--- config.mk ---
export PLATFORM = sky130hd
export DESIGN_NAME = montar_pin
export DESIGN_NICKNAME = d
export VERILOG_FILES = /design/src/rtl/montar_pin_pkg.sv /design/src/rtl/montar_pin_timer.sv /design/src/rtl/montar_pin.sv
export SDC_FILE = /design/constraint.sdc
export NUM_CORES = 1
export LEC_CHECK = 0
export ABC_AREA = 1
export BUFFER_PORTS_ARGS = -buffer_cell sky130_fd_sc_hd__clkbuf_2
export CAP_MARGIN = 30
export CORE_MARGIN = 3
export CORE_UTILIZATION = 44
export DETAILED_ROUTE_END_ITERATION = 10
export GPL_ROUTABILITY_DRIVEN = 0
export GPL_TIMING_DRIVEN = 0
export PLACE_DENSITY = 0.75
export SYNTH_ARGS = -nofsm -noshare
export SYNTH_HDL_FRONTEND = slang
export SYNTH_SLANG_ARGS = --single-unit
--- constraint.sdc ---
create_clock -name clk -period 3.24 [get_ports clk]
set_input_delay 0.648 -clock clk [delete_from_list [all_inputs] [get_ports clk]]
set_output_delay 0.648 -clock clk [all_outputs]
set_load 0.1 [all_outputs]
--- src/rtl/montar_pin_pkg.sv ---
// Shared types for the keypad -> PIN verifier link.
// Holds the pinPac_t bundle, key codes and the collector state enum.
package montar_pin_pkg;

   typedef struct packed {
      logic       status;
      logic [3:0] digit1;
      logic [3:0] digit2;
      logic [3:0] digit3;
      logic [3:0] digit4;
   } pinPac_t;

   localparam logic [3:0] KEY_BACK    = 4'hA;
   localparam logic [3:0] KEY_ENTER   = 4'hB;
   localparam logic [3:0] DIGIT_BLANK = 4'hF;

   typedef enum logic [1:0] {
      COLLECT,
      SEND,
      WAIT_RESULT,
      FLUSH
   } pin_state_t;

   function automatic logic is_digit(input logic [3:0] c);
      return (c <= 4'd9);
   endfunction

endpackage

--- src/rtl/montar_pin_timer.sv ---
// Inactivity timer for the PIN collector.
// Clear wins over enable; expire is a one-cycle flag at count TIMEOUT_CYCLES-1.
module pin_timeout_timer #(
   parameter int TIMEOUT_CYCLES = 5000
) (
   input  logic i_clk,
   input  logic i_rst_n,
   input  logic i_clr,
   input  logic i_en,
   output logic o_expire
);

   localparam int CW = (TIMEOUT_CYCLES > 1) ? $clog2(TIMEOUT_CYCLES) : 1;
   localparam logic [CW-1:0] LAST = CW'(TIMEOUT_CYCLES - 1);

   logic [CW-1:0] r_cnt;
   logic          w_hit;

   assign w_hit    = (r_cnt == LAST);
   assign o_expire = i_en & ~i_clr & w_hit;

   // Idle counter: reload on clear, wrap after the expiry cycle.
   always_ff @(posedge i_clk or negedge i_rst_n) begin
      if (!i_rst_n) begin
         r_cnt <= '0;
      end else if (i_clr) begin
         r_cnt <= '0;
      end else if (i_en) begin
         r_cnt <= w_hit ? '0 : r_cnt + 1'b1;
      end
   end

endmodule

--- src/rtl/montar_pin.sv ---
// Keypad PIN assembler: collects 4 digits, submits a pinPac_t, waits for result.
// Optional AUTO_SUBMIT_EN: 4th digit submits directly, KEY_ENTER is ignored.
module montar_pin
   import montar_pin_pkg::*;
#(
   parameter int TIMEOUT_CYCLES = 5000,
   parameter int HOLD_CYCLES    = 2
) (
   input  logic       clk,
   input  logic       rst,
   input  logic       key_valid,
   input  logic [3:0] key_code,
   input  logic       result_valid,
   output pinPac_t    pin_out,
   output logic [2:0] digit_count,
   output logic       busy,
   output logic       entry_error
);

   localparam int HW = (HOLD_CYCLES > 1) ? $clog2(HOLD_CYCLES) : 1;
   localparam logic [HW-1:0] HOLD_LAST = HW'(HOLD_CYCLES - 1);

   pin_state_t    r_state;
   logic [3:0]    r_dig [4];
   logic [2:0]    r_cnt;
   logic [HW-1:0] r_hold;
   logic          r_status;
   logic          r_busy;
   logic          r_err;

   logic       w_key;
   logic       w_dig;
   logic       w_back;
   logic       w_enter;
   logic       w_accept;
   logic       w_clr;
   logic       w_en;
   logic       w_expire;
   logic [1:0] w_slot;
   logic [1:0] w_last;

   assign w_key  = key_valid & (r_state == COLLECT);
   assign w_dig  = w_key & is_digit(key_code);
   assign w_back = w_key & (key_code == KEY_BACK);
`ifdef AUTO_SUBMIT_EN
   assign w_enter = 1'b0;
`else
   assign w_enter = w_key & (key_code == KEY_ENTER);
`endif
   assign w_accept = w_dig | w_back | w_enter;
   assign w_clr    = w_accept | (r_state == FLUSH);
   assign w_en     = ((r_state == COLLECT) & (r_cnt != 3'd0))
                   | (r_state == WAIT_RESULT);
   assign w_slot   = r_cnt[1:0];
   assign w_last   = r_cnt[1:0] - 2'd1;

   pin_timeout_timer #(
      .TIMEOUT_CYCLES(TIMEOUT_CYCLES)
   ) u_timer (
      .i_clk   (clk),
      .i_rst_n (rst),
      .i_clr   (w_clr),
      .i_en    (w_en),
      .o_expire(w_expire)
   );

   assign pin_out     = {r_status, r_dig[0], r_dig[1], r_dig[2], r_dig[3]};
   assign digit_count = r_cnt;
   assign busy        = r_busy;
   assign entry_error = r_err;

   // Collector FSM with registered status/busy/error and digit slots.
   always_ff @(posedge clk or negedge rst) begin
      if (!rst) begin
         r_state  <= COLLECT;
         r_cnt    <= 3'd0;
         r_hold   <= '0;
         r_status <= 1'b0;
         r_busy   <= 1'b0;
         r_err    <= 1'b0;
         for (int i = 0; i < 4; i++) r_dig[i] <= DIGIT_BLANK;
      end else begin
         r_err <= 1'b0;
         unique case (r_state)
            COLLECT: begin
               if (w_dig) begin
                  if (r_cnt != 3'd4) begin
                     r_dig[w_slot] <= key_code;
                     r_cnt         <= r_cnt + 3'd1;
`ifdef AUTO_SUBMIT_EN
                     if (r_cnt == 3'd3) begin
                        r_state  <= SEND;
                        r_status <= 1'b1;
                        r_busy   <= 1'b1;
                        r_hold   <= '0;
                     end
`endif
                  end
               end else if (w_back) begin
                  if (r_cnt != 3'd0) begin
                     r_dig[w_last] <= DIGIT_BLANK;
                     r_cnt         <= r_cnt - 3'd1;
                  end
               end else if (w_enter) begin
                  if (r_cnt == 3'd4) begin
                     r_state  <= SEND;
                     r_status <= 1'b1;
                     r_busy   <= 1'b1;
                     r_hold   <= '0;
                  end else begin
                     r_err   <= 1'b1;
                     r_state <= FLUSH;
                  end
               end else if (w_expire) begin
                  r_err   <= 1'b1;
                  r_state <= FLUSH;
               end
            end
            SEND: begin
               if (r_hold == HOLD_LAST) begin
                  r_status <= 1'b0;
                  r_state  <= WAIT_RESULT;
               end else begin
                  r_hold <= r_hold + 1'b1;
               end
            end
            WAIT_RESULT: begin
               if (result_valid) begin
                  r_busy  <= 1'b0;
                  r_state <= FLUSH;
               end else if (w_expire) begin
                  r_err   <= 1'b1;
                  r_busy  <= 1'b0;
                  r_state <= FLUSH;
               end
            end
            FLUSH: begin
               r_cnt   <= 3'd0;
               r_state <= COLLECT;
               for (int i = 0; i < 4; i++) r_dig[i] <= DIGIT_BLANK;
            end
            default: r_state <= FLUSH;
         endcase
      end
   end

endmodule

# Word-level counts from Yosys, hierarchy flattened

Cells that the tools add are included.

Bits in registers: 38
Bits of input ports: 8
Output and inout bits: 22
Logic and storage cells: 114

$add $sub $neg: 5
Magnitude comparators: 5
Eq/ne operators: 17
Mux-type cells: 48
Bitwise operators: 15
Reduce and logical (&&, ||, !) cells: 13

Operators by type and width:

| operator                                                  | number |
|---|---|
| 2-to-1 mux 16 bit                                         | 4 |
| 2-to-1 mux 13 bit                                         | 3 |
| one-hot mux 16 bit (2 select lines)                       | 1 |
| 2-to-1 mux 1 bit                                          | 18 |
| bitwise mux 16 bit                                        | 1 |
| demux 4 bit (select 2 bit)                                | 2 |
| bitwise OR 16 bit                                         | 1 |
| 2-to-1 mux 2 bit                                          | 7 |
| adder 13 x 1 -> 13 bit (second input constant)            | 1 |
| == test 13 bit (second input constant)                    | 1 |
| 2-to-1 mux 3 bit                                          | 4 |
| AND reduction 6 bit                                       | 2 |
| inequality test 3 x 2 -> 1 bit (second input constant)    | 3 |
| == test 4 bit (second input constant)                     | 2 |
| 2-to-1 mux 4 bit                                          | 2 |
| inequality test 2 bit (second input constant)             | 4 |
| one-hot mux 1 bit (2 select lines)                        | 4 |
| one-hot mux 2 bit (4 select lines)                        | 1 |
| nonzero test 2 bit                                        | 4 |
| bitwise AND 1 bit                                         | 7 |
| greater-or-equal comparator 3 bit (second input constant) | 2 |
| < comparator 3 x 1 -> 1 bit (second input constant)       | 2 |
| inequality test 3 bit (second input constant)             | 2 |
| NOT 2 -> 3 bit                                            | 2 |
| other kinds (18)                                          | 23 |

# Longest topological paths before layout

Gate-level depths: netlist of the first run.

Depth in word-level cells: 14
Depth in mapped cells: 13
Depth with buffers taken out: 13

# Hierarchy

From an unflattened synthesis of the first run, not the netlist that was laid out.

Cell total of the unflattened synthesis: 355
Area, all modules: 2615.0 um^2

Modules (own cells, without submodules):

| module            | instances | cells each | area an instance (um^2) | seq. area each (um^2) |
|---|---|---|---|---|
| montar_pin        | 1         | 243        | 1805.5                  | 645.6 |
| pin_timeout_timer | 1         | 112        | 809.5                   | 325.3 |

# Least setup slack after synthesis of the first run

OpenSTA, ideal clock, no wires.

Path type: flip-flop to flip-flop
From: register r_cnt[0] (netlist: digit_count[0])
To: register r_cnt[2] (netlist: digit_count[2])
Setup time: 0.122 ns
Arrival: 2.194 ns
Data required time: 3.118 ns
Slack: 0.925 ns
Stages on the path, launching flop included: 6
Path buffers: 0
Period minus slack after synthesis: 2.315 ns
Cells stage by stage: dfrtp_1 -> inv_1 -> fa_1 -> xnor2_1 -> xor2_1 -> a22o_2

Word-level cells in the longest chain between the ends: 5
Elaborated cells between the ends (all ways): 12
Classes of those cells: 2 x add/sub; 3 x eq/ne; 5 x mux; 2 x reduce/logical

Ends and longest elaborated chain:

| what                               | RTL line          | source |
|---|---|---|
| from (decl)                        | montar_pin.sv:25  | `logic [2:0] r_cnt;` |
| from (signal assigned)             | montar_pin.sv:89  | `r_cnt <= r_cnt + 3'd1;` |
| from (signal assigned)             | montar_pin.sv:102 | `r_cnt <= r_cnt - 3'd1;` |
| subtractor 3 x 1 -> 3 bit          | montar_pin.sv:102 |  |
| 2-to-1 mux 3 bit                   | montar_pin.sv:100 | `if (r_cnt != 3'd0) begin` |
| 2-to-1 mux 3 bit                   | montar_pin.sv:99  | `end else if (w_back) begin` |
| 2-to-1 mux 3 bit                   | montar_pin.sv:86  | `if (w_dig) begin` |
| one-hot mux 3 bit (2 select lines) | montar_pin.sv:84  | `unique case (r_state)` |

Several ways; a longest one is shown, not always the timed one. The select of a mux whose other input is x is not followed.
A chain may end at the register's enable or synchronous reset.

# Worst setup path after layout of the first run

From: register r_state[0]
To: register r_cnt[2] (netlist: digit_count[2])

Word-level cells in the longest chain between the ends: 5
Elaborated cells between the ends (all ways): 12
Classes of those cells: 4 x eq/ne; 2 x mux; 3 x bitwise; 3 x reduce/logical

Ends and longest elaborated chain:

| what                                                                                | RTL line                           | source |
|---|---|---|
| from (decl)                                                                         | montar_pin.sv:23                   | `pin_state_t r_state;` |
| from (signal assigned)                                                              | montar_pin.sv:75                   | `r_state <= COLLECT;` |
| from (signal assigned)                                                              | montar_pin.sv:106                  | `r_state <= SEND;` |
| from (signal assigned)                                                              | montar_pin.sv:112                  | `r_state <= FLUSH;` |
| zero test 2 bit                                                                     | montar_pin.sv:42, montar_pin.sv:84 |  |
| bitwise AND 1 bit                                                                   | montar_pin.sv:42                   | `assign w_key = key_valid & (r_state == COLLECT);` |
| bitwise AND 1 bit, on equally long branches                                         | montar_pin.sv:43, montar_pin.sv:44 |  |
| inequality test 3 x 2 -> 1 bit (no line) (tied with other cells)                    | n/a                                |  |
| AND reduction 4 bit (no line) or one-hot mux 3 bit (2 select lines) (tied branches) | n/a                                |  |

Several ways; a longest one is shown, not always the timed one.

==> results of run 1 <==
-- layer usage --
layer  global-route usage  wire [um]  vias to the layer above
met5                    0          0                        -
met4               0.0704         45                        0
met3               0.0395        278                        4
met2                0.281       2420                       64
met1                0.250       2640                     1050
li1                     -          -                     1132
-- cells in the final DEF (no fill, tap or decap), drive strengths merged --
master / count
o22ai: 5
o41ai: 1
a21oi: 19
nor4: 1
inv: 41
dfrtp: 22
ha: 6
xor2: 2
nand3: 22
nor3: 3
fa: 1
a22o: 1
buf: 4
a31oi: 15
clkbuf: 40
o31ai: 1
o21ai: 38
nor2: 47
nand4: 4
clkinv: 1
dfstp: 16
nand2: 64
xnor2: 2
-- per-stage QoR --
stage	std cells	setup slack, ns	instance area (sq um)
floorplan	318	0.925	2370
global placement	417	0.814	2610
detailed placement	417	0.784	2610
CTS	425	0.761	2730
global route	426	0.616	2760
finish	426	0.772	2760
-- worst max-delay path by stage --
stage	startpoint	end	slack (ns)	cells after the start
floorplan	digit_count[0]	digit_count[2]	0.92	5
global placement	key_code[2]	digit_count[2]	0.81	9
detailed placement	key_code[2]	digit_count[2]	0.78	9
CTS	r_state[0]	digit_count[2]	0.76	11
global route	r_state[0]	digit_count[2]	0.62	11
finish	r_state[0]	digit_count[2]	0.77	11
-- power groups by stage --
stage	combinational (W)	sequential, W	clock (W)
floorplan	0.000982	0.00137	0
global route	0.00211	0.000778	0.000453
detailed placement	0.00191	0.000769	0
global placement	0.00188	0.000765	0
CTS	0.00192	0.000761	0.000433
finish	0.00193	0.000763	0.000429
-- area by class of cell --
type / instances / area share
Sequential cell: 38 / 0.352
Tap cell: 70 / 0.0317
Clock buffer: 7 / 0.0430
Clock inverter: 1 / 0.00317
Timing Repair Buffer: 30 / 0.0625
Inverter: 41 / 0.0557
Multi-Input combinational cell: 232 / 0.440
Buffer: 7 / 0.0118
-- sequential cells by signal, summed over array words and instances (netlist names) --
register / count
r_hold: 1
r_status: 1
entry_error: 1
busy: 1
pin_out: 16
u_timer.r_cnt: 13
digit_count: 3
r_state: 2
-- logic make-up after synthesis --
family	synth area share
and+or+nand+nor	0.263
adders and majority gates	0.0401
AOI/OAI and AO/OA	0.195
DFF	0.409
buffers and inverters	0.0785
xor gates and xnor gates	0.0148
==> results.yml, run 1 <==
outcome:
  status: "complete, no violations"
timing:
  setup_viol_count_final: 0
  setup_tns_ns: 0
  worst_pin_slew_ns: 0.643
  holdWs_ns: 0.299
  fin_crit_ns: 2.47
  finalCritPeriodShare: 0.762
  rsz0062_at_grt: "false"
  maxSlewViolCount: 0
  hold_viol: 0
  timing.fmax_mhz: 405
  relSlewSlack: 0.570
  fin_skew_ns: 0.0134
worst_setup_path:
  worst_r2r_endpoint: "digit_count[2]"
  crit_buf_inv: 4
  critical_path_class: "reg2reg"
  critPathMaxStageDelay_ns: 0.39
  arrival_ns: 2.65
  startpoint_type: "register"
  crit_slowest_cell: "dfrtp_1"
  crit_top_cell: "inv_1"
  r2r-start: "r_state[0]"
  path_max_fanout: 10
  crit_path_end_kind: "register"
  cp_top_family: "adder cells"
  reg2reg_slack_ns: 0.77
  required_ns: 3.43
  crit_chain: "inv_1, ha_1, nand2_2, inv_2, nand2_4, inv_1, buf_2, fa_1, xnor2_1, xor2_1, a22o_2"
  worst-r2r-cell-count: 11
finish:
  regArea_sq_um: 971
  multiInputGateArea_sq_um: 1220
  syn_to_final_growth_pct: 16.3
  fin_nets: 370
  drive_above_1_share: 0.208
  fill_cells: 489
  diodes: 0
  fin_util: 0.534
clocking:
  cts_root_buf: "clkbuf_8"
  htree_levels: 2
  cts_tree: "built"
  post-cts-setup-buffer-count: 0
  cts_buffers: 5
  ctsHoldBuffers: 0
  cts_resized: 0
  cts_buffer_depth: 2
  clock_latency_ns: 0.30
  clock_sinks: 38
  clkTransAtPathRegs_ns: 0.08
placement:
  numPortBuffers: 29
  hpwlAfterDp_mm: 3.86
drt:
  viasPerCell: 5.28
  dr_total_vias: 2250
  drcViolationCount: 0
  drt.antenna.violating_nets: 0
  drt_wl_total_mm: 5.38
  wl_per_cell_um: 12.6
  dr.pass1.iters: 4
  drt_iter0_drc: 153
synthesis:
  ys_seq_area_frac: 0.409
  syn_inst: 318
  yosys.area.top_type_share: 0.232
  synth_cell_types: 32
  synthTopCellsByArea: "dfrtp_1 23%, dfstp_2 18%, nand2_1 9.6%"
  async_reset_ff_frac: 1.00
  synthFlopType: "dfrtp_1"
  syn_area_sq_um: 2370
  yosysMostFrequentCell: "nand2_1"
  synth_edf_count: 0
  avgSynthCellArea_sq_um: 7.46
  yosysWarnings: 0
  synth_seq_cells: 38
  synth_nets: 333
  synthTopCellsByCount: "61 x nand2_1, 41 x nor2_1, 38 x inv_1"
  synth_top_area_cell: "dfrtp_1"
global_route:
  grt_pass1_vias: 2060
  grtUsageTotal: 0.182
  grt_pass1_wl_mm: 9.22
  grt_overflow_total: 0
  antenna_found_initial: 0
  grt_max_degree: 39
die:
  initial_core_util: 0.459
  rows: 26
  die_x_um: 79.4
  die-area_sq_um: 6310
  die_height_um: 79.4
  coreArea_sq_um: 5170
  ios: 30
power_and_ir_drop:
  leakage_nw: 1.29
  p_sw_frac: 0.568
  total_power_w: 0.00312
  p_switching_w: 0.00177
  intPower_w: 0.00135
  clkPwrFrac: 0.138
  seq_power_share: 0.245
  p_per_area_nw_per_um2: 1130
  ir_drop_uv: 559
  power_frac_comb: 0.618
flow_run:
  maxCapViolations: 0
hold_path:
  hold_path.class: "in2async"
No activity file was read; power rests on OpenSTA's default activity.
==> inputs of run 2 (changes only) <==
--- a/config.mk
+++ b/config.mk
@@ -13,7 +13,7 @@
 export DETAILED_ROUTE_END_ITERATION = 10
 export GPL_ROUTABILITY_DRIVEN = 0
 export GPL_TIMING_DRIVEN = 0
-export PLACE_DENSITY = 0.75
+export PLACE_DENSITY = 0.78
 export SYNTH_ARGS = -nofsm -noshare
 export SYNTH_HDL_FRONTEND = slang
 export SYNTH_SLANG_ARGS = --single-unit
==> constraint.sdc (replaced) <==
create_clock -name clk -period 2.2 [get_ports clk]
set_input_delay 0.44 -clock clk [delete_from_list [all_inputs] [get_ports clk]]
set_output_delay 0.44 -clock clk [all_outputs]
set_load 0.1 [all_outputs]
==> run 2 against run 1 <==
Global-route usage grew 0.33 points. Largest cell class unchanged. Final area is 1.6% higher. Highest routed layer unchanged. Sequential share of layout area down 0.46 points. Die area is the same. Fmax increased by 16%. Non-clock buffer count rose by 4. Core utilization up 0.85 points. Critical path depth is the same. Via count increased by 4.3%. Routed wire length rose by 5.7%.
==> results.yml, run 2 (same netlist as run 1, synthesis figures left out) <==
placement:
  dp.cells: 417
  numPortBuffers: 29
  hpwlAfterDp_mm: 3.94
finish:
  fin_nets: 374
  stdcell_count: 430
  fin_util: 0.542
  drive_above_1_share: 0.236
  layout_common_cells: "61 x nand2_1, 41 x nor2_1, 35 x inv_1"
  largest_register_ff_count: 16
  mostFrequentLayoutCell: "nand2_1"
  diodes: 0
  syn_to_final_growth_pct: 18.2
power_and_ir_drop:
  ir_drop_uv: 845
  leakage_nw: 1.29
  p_per_area_nw_per_um2: 1660
clocking:
  cts_tree: "built"
  cts_root_buf: "clkbuf_8"
  cts_buffers: 5
  clkTransAtPathRegs_ns: 0.08
  htree_levels: 2
  clock_sinks: 38
  ctsHoldBuffers: 0
  clock_latency_ns: 0.30
  cts_buffer_depth: 2
worst_setup_path:
  crit_path_end_kind: "register"
  critical_path_class: "reg2reg"
  critPathMaxStageDelay_ns: 0.36
  crit_buf_inv: 4
  cp_top_family: "adder cells"
  arrival_ns: 2.30
  startpoint_type: "register"
  path_max_fanout: 10
  crit_top_cell: "inv_2"
  required_ns: 2.38
  crit_chain: "inv_2, ha_4, nand2_2, inv_2, nand2_4, clkinvlp_4, buf_6, fa_2, xnor2_1, xor2_1, a22o_2"
  crit_slowest_cell: "dfrtp_1"
die:
  die_x_um: 79.4
  die-area_sq_um: 6310
  initial_core_util: 0.459
  coreArea_sq_um: 5170
  die_height_um: 79.4
  ios: 30
  rows: 26
timing:
  hold_viol: 0
  fin_crit_ns: 2.12
  finalCritPeriodShare: 0.963
  relSlewSlack: 0.494
  holdWs_ns: 0.0577
  timing.fmax_mhz: 472
  setup_viol_count_final: 0
  rsz0062_at_grt: "true"
  fin_skew_ns: 0.00955
  maxSlewViolCount: 0
  worst_pin_slew_ns: 0.753
hold_path:
  hold_path.class: "in2async"
drt:
  wl_per_cell_um: 13.2
  dr.pass1.iters: 5
  drt_iter0_drc: 222
  drcViolationCount: 0
  drt_wl_total_mm: 5.69
  viasPerCell: 5.46
  drt.antenna.violating_nets: 0
  dr_total_vias: 2347
global_route:
  antenna_found_initial: 0
  grt_pass1_wl_mm: 9.48
  grt_pass1_vias: 2151
  grtUsageTotal: 0.186
  grt_max_degree: 39
  grt_overflow_total: 0
flow_run:
  maxCapViolations: 0
outcome:
  status: "complete, no violations"
## run 2: stage by stage
stage	setup WS (ns)	instance area [sq um]	TNS, ns	power, W
after CTS	0.00103	2760	0	0.00462
after global routing	-0.0199	2810	-0.0199	0.00499
after floorplan	0.00700	2380	0	0.00348
final	0.0807	2810	0	0.00466
after global placement	-0.139	2610	-0.139	0.00390
after detailed placement	-0.172	2610	-0.172	0.00397
## run 2: final timing paths
path | startpoint | to | slack, ns | depth (start not counted)
max in group asynchronous | rst | pin_out[11] | 1.59 | 2
min in group clk | result_valid | entry_error | 0.49 | 4
min reg2reg | busy | busy | 0.50 | 2
max | r_state[0] | digit_count[2] | 0.08 | 11
min | rst | u_timer.r_cnt[7] | 0.06 | 1
max reg2reg | r_state[0] | digit_count[2] | 0.08 | 11
## run 2: where the power goes
part	internal [W]	switching, W
registers	0.000966	0.000153
clock network	0.000334	0.000261
logic	0.000726	0.00222
total	0.00203	0.00263
## run 2: repair_timing
action	CTS	global route
endpoints found under the hold margin	0	0
setup buffers	3	1
pin swaps	0	1
setup endpoints to repair	1	5
resized for setup	4	3
## run 2: cell type report
type / instances / area [sq um]
sequential: 38 / 973
tap: 70 / 87.6
clock buffer: 5 / 68.8
clock inverter: 3 / 40.0
fill: 475 / 2370
multi-input combinational: 232 / 1240
timing repair buffer: 34 / 203
buffer: 7 / 38.8
inverter: 41 / 158
## run 2: per-layer routing
metal,share of wire,up-vias,GRT usage
met5,0,-,0
met4,0.017,0,0.0653
met3,0.053,12,0.0327
met2,0.48,96,0.309
met1,0.45,1095,0.242
li1,-,1144,-
## run 2: worst reg2reg max path: cells and delay by family (launching register included)
kind	cells	cell delay, ns
flops	1	0.36
fa+ha+maj	2	0.52
simple gates	2	0.19
xor+xnor	2	0.30
buf+inv	4	0.41
compound gates	1	0.24
